--- config.mk ---
export PLATFORM = sky130hd
export DESIGN_NAME = led_anim_sequencer
export DESIGN_NICKNAME = d
export VERILOG_FILES = /design/src/rtl/anim_pkg.sv /design/src/rtl/tick_prescaler.sv /design/src/rtl/led_anim_sequencer.sv
export SDC_FILE = /design/constraint.sdc
export NUM_CORES = 1
export LEC_CHECK = 0
export ABC_CLOCK_PERIOD_IN_PS = 4100
export CAP_MARGIN = 20
export CORE_MARGIN = 3
export CORE_UTILIZATION = 25
export DETAILED_ROUTE_END_ITERATION = 10
export SLEW_MARGIN = 40
export SYNTH_ARGS = -nofsm -noshare
export SYNTH_HDL_FRONTEND = slang
export SYNTH_HIERARCHICAL = 1
export SYNTH_SLANG_ARGS = --single-unit
--- constraint.sdc ---
create_clock -name clk -period 4.1 [get_ports clk]
set_input_delay 0.82 -clock clk [delete_from_list [all_inputs] [get_ports clk]]
set_output_delay 0.82 -clock clk [all_outputs]
set_load 0.02 [all_outputs]
--- src/rtl/anim_pkg.sv ---
// Shared types and constants for the LED animation sequencer.
package anim_pkg;

    typedef enum logic [1:0] {WALK, BOUNCE, COUNT, BAR} pattern_t;
    typedef enum logic [1:0] {LOAD, RUN, PAUSE, SWITCH} state_t;

    typedef struct packed {
        logic [7:0] frame;
        logic       down;
    } frame_step_t;

    localparam logic [7:0] INIT_WALK   = 8'h01;
    localparam logic [7:0] INIT_BOUNCE = 8'h01;
    localparam logic [7:0] INIT_COUNT  = 8'h00;
    localparam logic [7:0] INIT_BAR    = 8'h00;

    localparam int SW_PAT_LO   = 0;
    localparam int SW_PAUSE    = 2;
    localparam int SW_DIR      = 3;
    localparam int SW_SPEED_LO = 4;

    function automatic logic [7:0] init_frame(pattern_t p);
        logic [7:0] f;
        case (p)
            WALK:    f = INIT_WALK;
            BOUNCE:  f = INIT_BOUNCE;
            COUNT:   f = INIT_COUNT;
            default: f = INIT_BAR;
        endcase
        return f;
    endfunction

endpackage

--- src/rtl/tick_prescaler.sv ---
// Base-tick prescaler: pulses tick on the last count of each TICK_DIV window while enabled.
module tick_prescaler #(
    parameter int TICK_DIV = 50_000_000
) (
    input  logic clk,
    input  logic reset,
    input  logic clr,
    input  logic en,
    output logic tick
);

    localparam int W = (TICK_DIV > 2) ? $clog2(TICK_DIV) : 1;
    localparam logic [W-1:0] LAST = W'(TICK_DIV - 1);

    logic [W-1:0] cnt;

    assign tick = en && (cnt == LAST);

    always_ff @(posedge clk) begin
        if (reset || clr) begin
            cnt <= '0;
        end else if (en) begin
            cnt <= (cnt == LAST) ? '0 : cnt + 1'b1;
        end
    end

endmodule

--- src/rtl/led_anim_sequencer.sv ---
// LED animation frame sequencer: synchronises switches, runs the pattern FSM, steps frames.
// Handshake: none; frame_strobe is a one-cycle pulse aligned with each new leds value.
module led_anim_sequencer
    import anim_pkg::*;
#(
    parameter int TICK_DIV = 50_000_000
) (
    input  logic       clk,
    input  logic       reset,
    input  logic [7:0] sw,
    output logic [7:0] leds,
    output logic       frame_strobe,
    output logic       paused,
    output state_t     fsm_state
);

    logic [7:0]  sw_m, sw_s;
    state_t      state, state_nx;
    pattern_t    pat, sel_pat;
    logic        bounce_down;
    logic [3:0]  tick_cnt, speed;
    logic        dir, pause_req;
    logic        tick, advance, pres_clr, pres_en;
    frame_step_t step;

    assign sel_pat   = pattern_t'(sw_s[SW_PAT_LO +: 2]);
    assign speed     = sw_s[SW_SPEED_LO +: 4];
    assign dir       = sw_s[SW_DIR];
    assign pause_req = sw_s[SW_PAUSE];

    function automatic frame_step_t next_frame(pattern_t p, logic [7:0] cur, logic d, logic down);
        frame_step_t r;
        r.frame = cur;
        r.down  = down;
        case (p)
            WALK:   r.frame = d ? {cur[0], cur[7:1]} : {cur[6:0], cur[7]};
            BOUNCE: begin
                // Turn around on the endpoint so 80 and 01 show once per sweep.
                if (!down) begin
                    if (cur == 8'h80) begin
                        r.frame = 8'h40;
                        r.down  = 1'b1;
                    end else begin
                        r.frame = cur << 1;
                    end
                end else if (cur == 8'h01) begin
                    r.frame = 8'h02;
                    r.down  = 1'b0;
                end else begin
                    r.frame = cur >> 1;
                end
            end
            COUNT:  r.frame = d ? cur - 8'd1 : cur + 8'd1;
            BAR:    r.frame = (cur == 8'hFF) ? 8'h00 : {cur[6:0], 1'b1};
            default: ;
        endcase
        return r;
    endfunction

    tick_prescaler #(.TICK_DIV(TICK_DIV)) u_prescaler (
        .clk   (clk),
        .reset (reset),
        .clr   (pres_clr),
        .en    (pres_en),
        .tick  (tick)
    );

    always_comb begin
        state_nx = state;
        pres_clr = 1'b0;
        pres_en  = 1'b0;
        case (state)
            LOAD: begin
                pres_clr = 1'b1;
                state_nx = RUN;
            end
            RUN: begin
                pres_en = 1'b1;
                if (sel_pat != pat)  state_nx = SWITCH;
                else if (pause_req)  state_nx = PAUSE;
            end
            PAUSE: begin
                if (sel_pat != pat)  state_nx = SWITCH;
                else if (!pause_req) state_nx = RUN;
            end
            SWITCH:  state_nx = LOAD;
            default: state_nx = LOAD;
        endcase
    end

    // Speed is compared live, so lowering S below the current count advances on the next tick.
    assign advance   = (state == RUN) && tick && (tick_cnt >= speed);
    assign step      = next_frame(pat, leds, dir, bounce_down);
    assign paused    = (state == PAUSE);
    assign fsm_state = state;

    always_ff @(posedge clk) begin
        if (reset) begin
            sw_m         <= 8'h00;
            sw_s         <= 8'h00;
            state        <= LOAD;
            pat          <= WALK;
            bounce_down  <= 1'b0;
            tick_cnt     <= 4'd0;
            leds         <= 8'h00;
            frame_strobe <= 1'b0;
        end else begin
            sw_m         <= sw;
            sw_s         <= sw_m;
            state        <= state_nx;
            frame_strobe <= 1'b0;
            case (state)
                LOAD: begin
                    leds         <= init_frame(sel_pat);
                    pat          <= sel_pat;
                    bounce_down  <= 1'b0;
                    tick_cnt     <= 4'd0;
                    frame_strobe <= 1'b1;
                end
                RUN: begin
                    if (advance) begin
                        leds         <= step.frame;
                        bounce_down  <= step.down;
                        tick_cnt     <= 4'd0;
                        frame_strobe <= 1'b1;
                    end else if (tick) begin
                        tick_cnt <= tick_cnt + 4'd1;
                    end
                end
                SWITCH:  leds <= 8'h00;
                default: ;
            endcase
        end
    end

endmodule

==> key figures, run 1 <==
Timing
  • Final worst-path cycle share: 0.696
  • Min Hold Slack: between 0.4 and 0.5 ns
  • Worst-Margin Slew: 0.787 ns
  • Final min period: 2.85 ns
  • Slew headroom: 0.474
  • Fmax: 0.351 GHz
  • Clk_skew: roughly 0.0074 ns
  • Setup tns final: 0 ns
  • RSZ-0062 raised after global routing: no
  • Setup violation total in the final timing report: 0
  • Fin. Hold Viols: 0
  • Final Max Slew Viols: 0

Yosys
  • Compound-gate portion of the synthesized area: 0.178
  • Simple-gate share of the synthesized area: 0.290
  • Post-synth ARST share: 0
  • Post-Synth XOR/XNOR Area: 0.0572
  • Synth Cell Area: 3370 um^2
  • Fraction of the mapped netlist area in adder cells: 0.0401
  • Seq cells post-synth: 60
  • Synthesized area per cell: between 8 and 9 um^2
  • Main synth FF type: dfxtp_1
  • Synth cell types: 65
  • Number of flops mapped to enable cells by yosys: 0
  • Syn Inst Count: roughly 400
  • Main combinational cell family by area after synthesis: simple AND/OR/NAND/NOR gates
  • Mux cell area share after synthesis: 0.0267
  • Synth warn: 6
  • Post-synthesis sequential area ratio: 0.357
  • Mapped Nets: about 430

Finish
  • Fillers: approximately 1.4k
  • Final instance area: approximately 4000 um^2
  • Layout overhead on the synthesized area: 18.4%
  • Fin cells: 595
  • Highest-count cells in the layout ignoring fill and taps: 60 x dfxtp_1, 45 x nand2_1, 28 x nor2_1
  • Register area: around 1200 um^2
  • Final #Nets: 438
  • Most common cell after layout, fill and taps aside: dfxtp_1
  • Layout cells sized above 1: 0.0733
  • Area of the multi-input gates: roughly 2000 um^2
  • Core Util, Final: 0.310
  • Antenna cell count: 0

CTS
  • Number of buffers created by CTS: 9
  • Clk sinks: 60
  • Root Buffer: clkbuf_16
  • Max clock buf depth: 2
  • Clock transition at path regs: ~0.050 ns
  • CTS tree: done
  • H-tree Lvls: 3
  • Post-CTS Setup Bufs: 0
  • Hold_buf cts: 0
  • Post_cts resized: 0
  • Clk_lat worst skew: 0.33 ns

Drt
  • Via count: 3018
  • Iter 0 DRT Violations: 391
  • Via/cell ratio: about 5.1
  • Routed WL: 8.34 mm
  • DR WL/cell: about 14 um
  • Pre-antenna DRT Iters: 4
  • Drt drc: 0
  • Post-route ant nets: 0

Placed design
  • Post-DP Area: 3700 um^2
  • GP Congestion: between 0.8 and 0.9
  • Dpl cells: roughly 580
  • Post-DP HPWL: 5.93 mm
  • Count of input and output buffers: 21

Setup path
  • Crit Path Class: reg -> out
  • Crit path max fanout: 9
  • Crit. End Element: output pin
  • Critical Path RT: 3.28 ns
  • Worst setup path start: fsm_state[1]$_SDFFE_PP0P_
  • Worst setup path endpoint: paused
  • Reg2reg start: fsm_state[0]$_SDFFE_PP0P_
  • Startpoint Class: register
  • R2r endpoint: leds[3]$_SDFFE_PP0P_
  • CP arrival: roughly 2 ns
  • Reg2Reg Setup Slack: around 1.2 ns
  • FF-to-FF path depth: 10

Pwr
  • Clock power share: 0.480
  • Switching share of power: 0.237
  • Sw power: 0.333 mW
  • Comb power frac: 0.080
  • Lkg Pwr: 1.31 nW
  • Peak VDD IR: 0.214 mV
  • Pwr dens: ~350 nW/um^2
  • Sequential Power Share: 0.440
  • Int Pwr: between 1 and 1.5 mW

Hold path
  • HP Class: reg -> reg

GRT
  • Initial antenna violation count: 0
  • Global route overflow: 0
  • Pin count of the biggest net entering global routing: 26
  • Vias in the first global route: 3009
  • GR Util All Layers: 0.119
  • First-pass GRT wire length: between 10 and 15 mm

Job
  • Max-cap violations: 0

Die
  • Die extent in x: 122 um
  • Initial core utilization: 0.262
  • # IOs: 22
  • Die area: about 15000 um^2
  • Row cnt: 41
  • Core ar.: 12900 um^2
  • Die Height: between 100 and 150 um

Status
  • Outcome: completed
==> logic make-up after synthesis <==
group / count (synthesis)
xor+xnor: 22
compound gates: 89
buf+inv: 41
mux: 9
simple gates: 177
flops: 60
fa+ha+maj: 11
==> stage by stage <==
step / total power [mW] / setup slack, ns
global route: 1.47 / 0.933
CTS: 1.42 / 1.26
floorplan: 0.702 / 1.03
finish: 1.40 / 1.25
global placement: 0.737 / 1.49
detailed placement: 0.740 / 1.36
==> sequential cells by signal, summed over array words and instances, names as in the netlist <==
name and cells:
sw_s 8, fsm_state 2, leds 8, frame_strobe 1, bounce_down 1, u_prescaler/cnt 26
sw_m 8, pat 2, tick_cnt 4
==> cells in the mapped netlist, drive strengths merged, types with 3 or more instances <==
library cell | instances | area share
a21oi | 22 | 0.033
a22oi | 3 | 0.0067
a31oi | 6 | 0.011
and2 | 5 | 0.0093
and3 | 3 | 0.0056
and4 | 5 | 0.013
buf | 7 | 0.013
clkbuf | 19 | 0.022
dfxtp | 60 | 0.36
ha | 10 | 0.037
inv | 15 | 0.017
mux2i | 9 | 0.027
nand2 | 45 | 0.050
nand2b | 4 | 0.0074
nand3 | 9 | 0.015
nand4 | 17 | 0.033
nor2 | 28 | 0.031
nor2b | 19 | 0.035
nor3 | 7 | 0.010
nor3b | 4 | 0.0089
nor4 | 5 | 0.0093
o211ai | 6 | 0.013
o21ai | 16 | 0.024
o221ai | 5 | 0.013
o31ai | 8 | 0.019
or3 | 9 | 0.017
or4 | 10 | 0.023
xnor2 | 11 | 0.029
xor2 | 11 | 0.029
==> power groups by stage <==
stage / logic (mW) / registers, mW / clock network, mW
after detailed placement: 0.112 / 0.629 / 0
final: 0.113 / 0.617 / 0.673
after CTS: 0.112 / 0.616 / 0.692
after global routing: 0.127 / 0.619 / 0.719
after floorplan: 0.0790 / 0.623 / 0
after global placement: 0.110 / 0.628 / 0
==> cell type report <==
class | instances | share of cell area
sequential | 60 | 0.301
tap | 172 | 0.0540
clock buffer | 11 | 0.0609
clock inverter | 5 | 0.00691
inverter | 15 | 0.0141
timing repair buffer | 24 | 0.0584
multi-input combinational | 308 | 0.504
==> worst max-delay path, cell delays in order (launching register included) <==
cell and delay, ns:
dfxtp_1 0.48, nor2b_1 0.51, clkdlybuf4s50_1 0.71
==> per-layer routing <==
layer	wire, um	share of wire	vias up	track usage
met5	0	0	-	0
met4	65	0.0078	0	0.0287
met3	494	0.059	7	0.0371
met2	3940	0.47	78	0.197
met1	3830	0.46	1421	0.151
li1	-	-	1512	-
==> how the worst min path moves through the flow <==
stage	endpoint	cells past startpoint	slack (ns)	from
3_5_place_dp	sw_s[0]$_SDFF_PP0_	1	0.43	sw_m[0]$_SDFF_PP0_
4_1_cts	sw_s[0]$_SDFF_PP0_	1	0.44	sw_m[0]$_SDFF_PP0_
5_1_grt	sw_s[0]$_SDFF_PP0_	1	0.46	sw_m[0]$_SDFF_PP0_
6_report	sw_s[0]$_SDFF_PP0_	1	0.44	sw_m[0]$_SDFF_PP0_
3_3_place_gp	sw_s[2]$_SDFF_PP0_	1	0.42	sw_m[2]$_SDFF_PP0_
2_1_floorplan	sw_s[0]$_SDFF_PP0_	1	0.41	sw_m[0]$_SDFF_PP0_
Note: power is estimated with default switching activity, not from simulation.
==> run 2, diff against run 1 <==
--- a/config.mk
+++ b/config.mk
@@ -5,7 +5,7 @@
 export SDC_FILE = /design/constraint.sdc
 export NUM_CORES = 1
 export LEC_CHECK = 0
-export ABC_CLOCK_PERIOD_IN_PS = 4100
+export ABC_CLOCK_PERIOD_IN_PS = 2340
 export CAP_MARGIN = 20
 export CORE_MARGIN = 3
 export CORE_UTILIZATION = 25
==> constraint.sdc (replaced) <==
create_clock -name clk -period 2.34 [get_ports clk]
set_input_delay 0.468 -clock clk [delete_from_list [all_inputs] [get_ports clk]]
set_output_delay 0.468 -clock clk [all_outputs]
set_load 0.02 [all_outputs]
==> key figures, run 2 (synthesis results as in run 1) <==
Pwr
  • Sw power: 0.618 mW
  • Switching share of power: 0.229
  • Int Pwr: 2.08 mW
  • Peak VDD IR: ~0.38 mV
  • Comb power frac: 0.086
  • Sequential Power Share: 0.396
  • Power Total: about 2.7 mW
  • Clock power share: 0.518
  • Lkg Pwr: ~1.4 nW
  • Pwr dens: 640 nW/um^2

Drt
  • Pre-antenna DRT Iters: 5
  • Post-route ant nets: 0
  • Via/cell ratio: roughly 5
  • DR WL/cell: 14.0 um
  • Iter 0 DRT Violations: between 300 and 400
  • Routed WL: 8.57 mm
  • Via count: around 3.2k
  • Drt drc: 0

Finish
  • Max reg flops: 26
  • Highest-count cells in the layout ignoring fill and taps: 58 x dfxtp_1, 44 x nand2_1, 28 x nor2_1
  • Layout cells sized above 1: 0.138
  • Layout overhead on the synthesized area: 25.3%
  • Most common cell after layout, fill and taps aside: dfxtp_1
  • Antenna cell count: 0
  • Final #Nets: 457
  • Largest register by flop count: u_prescaler/cnt
  • Fillers: 1309

Die
  • Die area: 14900 um^2
  • # IOs: 22
  • Initial core utilization: 0.262
  • Core ar.: around 13000 um^2
  • Die Height: roughly 120 um
  • Die extent in x: 122 um
  • Row cnt: 41

Placed design
  • GP Congestion: 0.925
  • Count of input and output buffers: 21
  • Dpl ws: 0.174 ns
  • Post-DP HPWL: about 6.2 mm

CTS
  • Clk_lat worst skew: 0.32 ns
  • Post_cts resized: 1
  • CTS tree: done
  • Hold_buf cts: 0
  • Clk sinks: 60
  • Root Buffer: clkbuf_16
  • Max clock buf depth: 2
  • Post-CTS Setup Bufs: 0
  • Clock transition at path regs: 0.06 ns
  • H-tree Lvls: 3
  • Number of buffers created by CTS: 9

Setup path
  • Crit. End Element: output pin
  • Critical Path RT: 1.87 ns
  • Crit path max fanout: 8
  • Crit Path Class: reg -> out
  • CP arrival: 1.79 ns
  • CP Cell Sequence: buf_4, nor2b_2, clkdlybuf4s50_1
  • Slowest cell on crit path: clkdlybuf4s50_1
  • Worst stage delay on the critical path: ~0.67 ns
  • Startpoint Class: register

Status
  • Outcome: completed

Job
  • Max-cap violations: 0

Timing
  • Setup tns final: 0 ns
  • Clk_skew: 0.00768 ns
  • Fmax: about 0.44 GHz
  • Final min period: approximately 2.3 ns
  • Worst-Margin Slew: 0.674 ns
  • Final worst-path cycle share: 0.966
  • Final Max Slew Viols: 0
  • Final WS setup: 0.0799 ns
  • Fin. Hold Viols: 0
  • RSZ-0062 raised after global routing: no
  • Slew headroom: 0.551
  • Setup violation total in the final timing report: 0

Hold path
  • HP Class: reg -> reg

GRT
  • GR Util All Layers: 0.119
  • Pin count of the biggest net entering global routing: 20
  • First-pass GRT wire length: between 10 and 15 mm
  • Initial antenna violation count: 0
  • Global route overflow: 0
  • Vias in the first global route: 2909
## run 2: cell types whose count changed in the layout (fill, tap and decap cells not counted), moves of 2 or more
cell / previous run / this run
buf_4: 3 / 22
clkinv_2: 4 / 0
clkinvlp_4: 1 / 4
bufinv_16: 0 / 2
dfxtp_1: 60 / 58
## run 2: critical path: cells and delay by family, from the launching register on
family,cells,cell delay [ns]
buf+inv,2,0.83
flops,1,0.33
simple gates,1,0.31
## run 2: cell type report
| class | count | area [um^2] | share of cell area |
|---|---|---|---|
| tap | 172 | 215 | 0.0510 |
| clock inverter | 6 | 90.1 | 0.0214 |
| inverter | 15 | 58.8 | 0.0139 |
| clock buffer | 10 | 229 | 0.0543 |
| sequential | 60 | 1210 | 0.286 |
| timing repair buffer | 43 | 375 | 0.0890 |
| multi-input combinational | 308 | 2040 | 0.485 |
## run 2: power by group through the flow
stage | clock (mW) | combinational, mW | sequential, mW
after floorplan | 0 | 0.148 | 1.09
after global placement | 0 | 0.227 | 1.09
after detailed placement | 0 | 0.232 | 1.09
after CTS | 1.43 | 0.234 | 1.07
after global routing | 1.48 | 0.253 | 1.07
final | 1.40 | 0.232 | 1.07
## run 2: worst paths after layout
path | start | endpoint | slack (ns) | depth (start not counted)
setup / recovery | fsm_state[1]$_SDFFE_PP0P_ | paused | 0.08 | 3
hold / removal | sw_m[5]$_SDFF_PP0_ | sw_s[5]$_SDFF_PP0_ | 0.43 | 1
setup reg to reg | tick_cnt[0]$_SDFFE_PP0P_ | leds[3]$_SDFFE_PP0P_ | 0.17 | 9
hold reg to reg | sw_m[5]$_SDFF_PP0_ | sw_s[5]$_SDFF_PP0_ | 0.43 | 1
## run 2: layer usage
metal / vias up / global-route usage / share of wire
met5: - / 0 / 0
met4: 0 / 0.0630 / 0.014
met3: 11 / 0.0209 / 0.047
met2: 106 / 0.182 / 0.47
met1: 1481 / 0.160 / 0.47
li1: 1554 / - / -
## run 2: per-stage QoR
| stage | utilization | hold WS (ns) | instances | cell area [um^2] |
|---|---|---|---|---|
| 2_1_floorplan | - | 0.414 | 409 | 3440 |
| 3_3_place_gp | 0.302 | 0.423 | 598 | 3890 |
| 3_5_place_dp | 0.303 | 0.421 | 598 | 3900 |
| 4_1_cts | 0.328 | 0.435 | 614 | 4220 |
| 5_1_grt | 0.328 | 0.457 | 614 | 4220 |
| 6_report | 0.328 | 0.434 | 614 | 4220 |
==> run 3, diff against run 2 <==
--- a/config.mk
+++ b/config.mk
@@ -5,7 +5,7 @@
 export SDC_FILE = /design/constraint.sdc
 export NUM_CORES = 1
 export LEC_CHECK = 0
-export ABC_CLOCK_PERIOD_IN_PS = 2340
+export ABC_CLOCK_PERIOD_IN_PS = 2500
 export CAP_MARGIN = 20
 export CORE_MARGIN = 3
 export CORE_UTILIZATION = 25
==> constraint.sdc (replaced) <==
create_clock -name clk -period 2.5 [get_ports clk]
set_input_delay 0.5 -clock clk [delete_from_list [all_inputs] [get_ports clk]]
set_output_delay 0.5 -clock clk [all_outputs]
set_load 0.02 [all_outputs]
==> key figures, run 3 (synthesis results as in run 1) <==
Finish
  • Fin cells: a little over 600
  • Highest-count cells in the layout ignoring fill and taps: 58 x dfxtp_1, 44 x nand2_1, 28 x nor2_1
  • Core Util, Final: 0.325
  • Max reg flops: 26
  • Layout overhead on the synthesized area: 24.2%
  • Area of the multi-input gates: 2030 um^2
  • Most common cell after layout, fill and taps aside: dfxtp_1
  • Final instance area: roughly 4200 um^2
  • Largest register by flop count: u_prescaler/cnt
  • Register area: 1210 um^2
  • Final #Nets: between 400 and 500
  • Layout cells sized above 1: 0.126
  • Fillers: 1338
  • Antenna cell count: 0

Timing
  • RSZ-0062 raised after global routing: no
  • Worst-Margin Slew: 0.630 ns
  • Min Hold Slack: about 0.43 ns
  • Slew headroom: 0.580
  • Final WS setup: roughly 0.14 ns
  • Setup violation total in the final timing report: 0
  • Fmax: 0.423 GHz
  • Final Max Slew Viols: 0
  • Final worst-path cycle share: 0.945
  • Setup tns final: 0 ns
  • Final min period: 2.36 ns
  • Clk_skew: 0.00856 ns
  • Fin. Hold Viols: 0

Drt
  • Pre-antenna DRT Iters: 4
  • DR WL/cell: 13.3 um
  • Drt drc: 0
  • Routed WL: 8.13 mm
  • Post-route ant nets: 0
  • Via count: 3057
  • Via/cell ratio: 5.01
  • Iter 0 DRT Violations: 320

Setup path
  • CP arrival: roughly 1.9 ns
  • Crit. End Element: output pin
  • Reg2Reg Setup Slack: 0.26 ns
  • Worst setup path endpoint: paused
  • FF-to-FF path depth: 10
  • Crit path max fanout: 8
  • Worst setup path start: fsm_state[1]$_SDFFE_PP0P_
  • Reg2reg start: fsm_state[0]$_SDFFE_PP0P_
  • Startpoint Class: register
  • R2r endpoint: leds[3]$_SDFFE_PP0P_
  • Critical Path RT: roughly 2 ns
  • Crit Path Class: reg -> out

Job
  • Max-cap violations: 0

Die
  • # IOs: 22
  • Initial core utilization: 0.262
  • Die extent in x: 122 um
  • Core ar.: between 10000 and 15000 um^2
  • Die Height: approximately 120 um
  • Row cnt: 41
  • Die area: around 15000 um^2

CTS
  • Hold_buf cts: 0
  • Post_cts resized: 0
  • Clk sinks: 60
  • Post-CTS Setup Bufs: 0
  • Number of buffers created by CTS: 9
  • Clk_lat worst skew: 0.33 ns
  • Root Buffer: clkbuf_16
  • H-tree Lvls: 3
  • Clock transition at path regs: 0.06 ns
  • CTS tree: done
  • Max clock buf depth: 2

Pwr
  • Lkg Pwr: approximately 1.4 nW
  • Power Total: approximately 2.6 mW
  • Peak VDD IR: 0.290 mV
  • Pwr dens: 610 nW/um^2

Placed design
  • Post-DP Area: 3860 um^2
  • GP Congestion: 0.852
  • Dpl cells: 594
  • Post-DP HPWL: 5.96 mm
  • Count of input and output buffers: 21
  • Dpl ws: 0.234 ns

GRT
  • Global route overflow: 0
  • Vias in the first global route: ~2.9k
  • Pin count of the biggest net entering global routing: 20
  • First-pass GRT wire length: 13.8 mm
  • Initial antenna violation count: 0
  • GR Util All Layers: 0.114

Hold path
  • HP Class: reg -> reg

Status
  • Outcome: completed
[run 3: cell count changes in the layout (fill, tap and decap cells not counted), sizes merged]
| cell | previous run | this run |
|---|---|---|
| clkinvlp | 4 | 3 |
| clkinv | 0 | 1 |
| buf | 22 | 18 |
[run 3: metal layers]
metal / up-vias / share of wire / track usage
met1: 1448 / 0.49 / 0.152
met3: 9 / 0.039 / 0.0232
met4: 0 / 0.017 / 0.0532
li1: 1541 / - / -
met5: - / 0 / 0
met2: 59 / 0.46 / 0.178
[run 3: worst max-delay path: stages (launching register included)]
cell and delay, ns:
dfxtp_2 0.32, buf_4 0.15, nor2b_1 0.38, clkdlybuf4s50_1 0.69
[run 3: area by class of cell]
cell class	count	area share
multi-input combinational	308	0.486
sequential	60	0.288
timing repair buffer	39	0.0825
clock buffer	10	0.0571
tap	172	0.0514
clock inverter	6	0.0209
inverter	15	0.0135
[run 3: how the worst min path moves through the flow]
stage	startpoint	end	slack (ns)	cells past startpoint
after floorplan	sw_m[0]$_SDFF_PP0_	sw_s[0]$_SDFF_PP0_	0.41	1
after global placement	sw_m[6]$_SDFF_PP0_	sw_s[6]$_SDFF_PP0_	0.42	1
after detailed placement	sw_m[7]$_SDFF_PP0_	sw_s[7]$_SDFF_PP0_	0.43	1
after CTS	sw_m[5]$_SDFF_PP0_	sw_s[5]$_SDFF_PP0_	0.44	1
after global routing	sw_m[5]$_SDFF_PP0_	sw_s[5]$_SDFF_PP0_	0.45	1
final	sw_m[5]$_SDFF_PP0_	sw_s[5]$_SDFF_PP0_	0.43	1
[run 3: where the power goes]
group	internal (mW)	switching, mW	total, mW	leakage, nW
Sequential	0.980	0.0217	1.00	0.489
Clock	0.897	0.449	1.35	0.151
Combinational	0.0948	0.112	0.207	0.763
Total	1.97	0.583	2.55	1.40
